### src/rtl/jmp_ctrl.sv
`default_nettype none
// ============================================================================
//  Module      : jmp_ctrl
//  Description : Conditional-jump sequencer: keeps the ALU status flags,
//                evaluates a condition code and fetches a 16-bit target
//                (hi, lo) or skips the operand.
//  Revision    : 1.0 - initial release
// ============================================================================
module jmp_ctrl (
    input  logic        clk,
    input  logic        reset,
    input  logic        flag_we,
    input  logic [7:0]  alu_result,
    input  logic        alu_overflow,
    input  logic        alu_carry,
    input  logic        jmp_start,
    input  logic [3:0]  jmp_cond,
    input  logic [7:0]  mem_data,
    input  logic        mem_valid,
    output logic        mem_req,
    output logic        pc_load,
    output logic [15:0] pc_value,
    output logic        pc_skip,
    output logic        done,
    output logic        taken,
    output logic        busy,
    output logic [3:0]  flags
);

    localparam logic [2:0] c_IDLE     = 3'd0;
    localparam logic [2:0] c_FETCH_HI = 3'd1;
    localparam logic [2:0] c_FETCH_LO = 3'd2;
    localparam logic [2:0] c_LOAD     = 3'd3;
    localparam logic [2:0] c_SKIP     = 3'd4;

    logic [2:0]  r_state;
    logic [3:0]  r_flags;
    logic        r_mem_req;
    logic        r_pc_load;
    logic        r_pc_skip;
    logic        r_done;
    logic        r_taken;
    logic        r_busy;
    logic [15:0] r_pc_value;

    // Flag bit positions inside {S,C,O,Z}
    logic w_s, w_c, w_o, w_z;
    logic w_cond;

    assign w_s = r_flags[3];
    assign w_c = r_flags[2];
    assign w_o = r_flags[1];
    assign w_z = r_flags[0];

    // Condition uses the flags already registered, never a same-cycle update.
    always_comb begin
        w_cond = 1'b0;
        case (jmp_cond)
            4'd0:  w_cond = 1'b1;
            4'd1:  w_cond = w_z;
            4'd2:  w_cond = ~w_z;
            4'd3:  w_cond = w_c;
            4'd4:  w_cond = ~w_c;
            4'd5:  w_cond = w_s;
            4'd6:  w_cond = ~w_s;
            4'd7:  w_cond = w_o;
            4'd8:  w_cond = ~w_o;
            4'd9:  w_cond = w_s ^ w_o;
            4'd10: w_cond = ~(w_s ^ w_o);
            4'd11: w_cond = ~w_z & ~(w_s ^ w_o);
            4'd12: w_cond = w_z | (w_s ^ w_o);
            4'd13: w_cond = w_c & ~w_z;
            4'd14: w_cond = ~w_c | w_z;
            default: w_cond = 1'b0;
        endcase
    end

    always_ff @(posedge clk or posedge reset) begin
        if (reset) begin
            r_state    <= c_IDLE;
            r_flags    <= 4'h0;
            r_mem_req  <= 1'b0;
            r_pc_load  <= 1'b0;
            r_pc_skip  <= 1'b0;
            r_done     <= 1'b0;
            r_taken    <= 1'b0;
            r_busy     <= 1'b0;
            r_pc_value <= 16'h0000;
        end else begin
            r_pc_load <= 1'b0;
            r_pc_skip <= 1'b0;
            r_done    <= 1'b0;

            if (flag_we) begin
                r_flags <= {alu_result[7], alu_carry, alu_overflow,
                            (alu_result == 8'h00)};
            end

            case (r_state)
                c_IDLE: begin
                    if (jmp_start) begin
                        r_taken <= w_cond;
                        r_busy  <= 1'b1;
                        if (w_cond) begin
                            r_state   <= c_FETCH_HI;
                            r_mem_req <= 1'b1;
                        end else begin
                            r_state   <= c_SKIP;
                            r_pc_skip <= 1'b1;
                            r_done    <= 1'b1;
                        end
                    end
                end
                c_FETCH_HI: begin
                    if (mem_valid) begin
                        r_pc_value[15:8] <= mem_data;
                        r_state          <= c_FETCH_LO;
                    end
                end
                c_FETCH_LO: begin
                    if (mem_valid) begin
                        r_pc_value[7:0] <= mem_data;
                        r_state         <= c_LOAD;
                        r_mem_req       <= 1'b0;
                        r_pc_load       <= 1'b1;
                        r_done          <= 1'b1;
                    end
                end
                c_LOAD, c_SKIP: begin
                    r_state <= c_IDLE;
                    r_busy  <= 1'b0;
                end
                default: begin
                    r_state   <= c_IDLE;
                    r_busy    <= 1'b0;
                    r_mem_req <= 1'b0;
                end
            endcase
        end
    end

    assign mem_req  = r_mem_req;
    assign pc_load  = r_pc_load;
    assign pc_value = r_pc_value;
    assign pc_skip  = r_pc_skip;
    assign done     = r_done;
    assign taken    = r_taken;
    assign busy     = r_busy;
    assign flags    = r_flags;

endmodule
`default_nettype wire

### config.mk
export PLATFORM = sky130hd
export DESIGN_NAME = jmp_ctrl
export DESIGN_NICKNAME = d
export VERILOG_FILES = /design/src/rtl/jmp_ctrl.sv
export SDC_FILE = /design/constraint.sdc
export NUM_CORES = 1
export LEC_CHECK = 0
export ABC_AREA = 1
export CAP_MARGIN = 20
export CORE_MARGIN = 2
export CORE_UTILIZATION = 39
export CTS_CLUSTER_SIZE = 8
export DETAILED_ROUTE_END_ITERATION = 8
export PLACE_DENSITY = 0.75
export SLEW_MARGIN = 20
export SYNTH_ARGS = -nofsm -noshare
export SYNTH_HDL_FRONTEND = slang
export SYNTH_SLANG_ARGS = --single-unit
### constraint.sdc
create_clock -name clk -period 1.2 [get_ports clk]
set_input_delay 0.3 -clock clk [delete_from_list [all_inputs] [get_ports clk]]
set_output_delay 0.3 -clock clk [all_outputs]
set_load 0.1 [all_outputs]
==> metrics.cfg <==
[critical_path]
critPathKind = register to primary output
critPathMaxFanout = 5
worstRegToRegCells = 8
cp_data_arrival_time_ns = 1.12
cp-end-kind = primary output
r2r_end = r_state[0]
worstPathRequired_ns = 0.90
r2r-start = flags[3]
start_kind = register
r2r_slack_ns = -0.19

[job]
maxCapViolCount = 0

[cts]
clock-root-buffer = clkbuf_4
cts.sinks = 29
htreeDepth = 2
clockBufferDepth = 2
clk_pin_slew_ns = 0.10
cts_inserted_buffers = 5
cts_tree = done
clkLatencyLatePin_ns = 0.33

[floorplanning]
core_um2 = 3390
placementRows = 21
fp.dieW_um = 63.9
die-area_um2 = 4090
num_io_pins = 53
initial_core_util = 0.413
die_h_um = 63.9

[placed_design]
hpwlAfterDp_um = 2670
dp_slack_ns = -0.588
io_buffers = 52
routabilityCongestion = 0.913
dp_cells = 293
placed_cell_area_um2 = 2410

[logic_synthesis]
synth_common_cells = nand2_1 (47), dfrtp_1 (29), inv_1 (27)
ys.flop_type = dfrtp_1
syn_avg_cell_area_um2 = 7.92
synth-edff-count = 0
yosysWarnings = 0
synthArstFlopShare = 1.00
yosysMostFrequentCell = nand2_1
yosys.area.top_type_share = 0.518
seq_area_frac_synth = 0.518
synth_nets = 204
synthTopCellsByArea = dfrtp_1 (52%), nand2_1 (13%), inv_1 (7.2%)
syn-cell-area_um2 = 1400
ys_types = 20
ys_ff_latch = 29
synthCells = 177
synth.largest_area_cell = dfrtp_1

[timing]
setup_violations = 33
clock.fmax_mhz = 702
fin_ws_ns = -0.224
hold_viol_final = 0
fin_crit_sh = 1.19
hold-worst-slack_ns = 0.292
post-route-min-period_ns = 1.42
slew_headroom = 0.781
clock_skew_ns = 0.0184
worst_slew_pin_slew_ns = 0.325
slew_violations = 0
rsz0062_at_grt = yes

[outcome]
status = finished with violations
failed_checks = negative setup slack

[cells_and_area]
final_area_um2 = 2700
fillers = 201
drive_gt1_frac = 0.434
fin_cells = 313
largest_register_ffs = 16
area_delta_synth_final_pct = 92.4
n_antenna_cell = 0
finalNetCount = 294

[min_path]
hp-class = primary input to asynchronous set/reset pin

[pwr]
intPower_mw = 3.75
sequentialPowerShare = 0.224
sw_frac_of_total = 0.533
power.switching_mw = 4.28
power.share.combinational = 0.708
vdd_ir_drop_max_v = 0.00228
leakage_nw = 1.33
clock_power_share = 0.068
p_total_mw = 8.03
p_per_area_nw_per_um2 = 2980

[route]
via_per_inst = 4.73
ant_nets = 0
detail_route.wl_per_cell_um = 12.3
firstDrtPassIters = 4
vias = 1479
drc_errors = 0
wirelength_um = 3850
drt_iter0_drc = 67

[global_routing]
grt_pass1_vias = 1509
track_usage = 0.208
grt_first_pass_wirelength_um = 6530
antenna_found_initial = 0
grt_overflow = 0
grt_max_degree = 30

-- power by group through the flow --
stage	combinational [mW]	sequential, mW	clock (mW)
floorplan	0.798	3.99	0
global placement	5.10	1.76	0
detailed placement	5.16	1.77	0
CTS	5.34	1.76	0.566
global route	5.95	1.85	0.624
finish	5.68	1.80	0.547
-- worst max-delay path: stages, from the launching register on --
cell     delay (ns)
dfrtp_4        0.52
buf_6          0.14
buf_12         0.15
-- cells by family (layout without fill, tap and decap cells) --
family,after synthesis,count (layout),share of synthesized area
and+or+nand+nor,83,83,0.258
buffers and inverters,34,124,0.0929
AOI/OAI and AO/OA,31,31,0.131
DFF,29,29,0.518
-- cells in the final DEF (no fill, tap or decap), drive strengths merged, types with 2 or more instances in the layout --
master	synthesis	final
buf	2	59
nand2	51	51
inv	32	32
dfrtp	29	29
o21ai	25	25
clkdlybuf4s50	0	22
nor2	18	18
nand3	10	10
clkbuf	0	6
a21oi	5	5
dlygate4sd2	0	3
nor3	2	2
nor4	2	2
-- through the flow --
| step | util | setup TNS [ns] |
|---|---|---|
| after floorplan | - | -1.15 |
| after global placement | 0.712 | -6.71 |
| after detailed placement | 0.712 | -7.25 |
| after CTS | 0.751 | -2.49 |
| after global routing | 0.795 | -4.45 |
| final | 0.795 | -2.24 |
-- final cells by class --
cell class | instances | area [um^2] | area share
repair buffers | 85 | 1060 | 0.394
flip-flops and latches | 29 | 744 | 0.276
multi-input cells | 114 | 653 | 0.242
inverters | 32 | 133 | 0.0492
well taps | 46 | 57.6 | 0.0213
clock buffers | 6 | 41.3 | 0.0153
clock inverters | 1 | 5.00 | 0.00186
-- routing by layer --
metal  vias up  part of all wire  global-route usage
li1        734                 -                   -
met5         -                 0                   0
met3         7             0.081              0.0827
met2        52              0.53               0.357
met4         0             0.012              0.0734
met1       686              0.38               0.231
-- timing repair --
action | 4_1_cts | 5_1_grt
endpoints found under the setup margin | 50 | 50
buffers inserted | 6 | 7
gates resized for setup | 18 | 33
hold buffers | 0 | 0
pin swaps | 7 | 9
-- worst max path at each step --
stage          depth (start not counted)  slack (ns)         from         end
6_report                               2       -0.22     flags[3]    flags[3]
5_1_grt                                2       -0.27     flags[3]    flags[3]
4_1_cts                                2       -0.23     flags[3]    flags[3]
3_5_place_dp                          10       -0.59  jmp_cond[1]       taken
3_3_place_gp                          10       -0.54  jmp_cond[1]  r_state[0]
2_1_floorplan                          9       -0.24     flags[3]  r_state[0]
(Power assumes the default switching activity.)
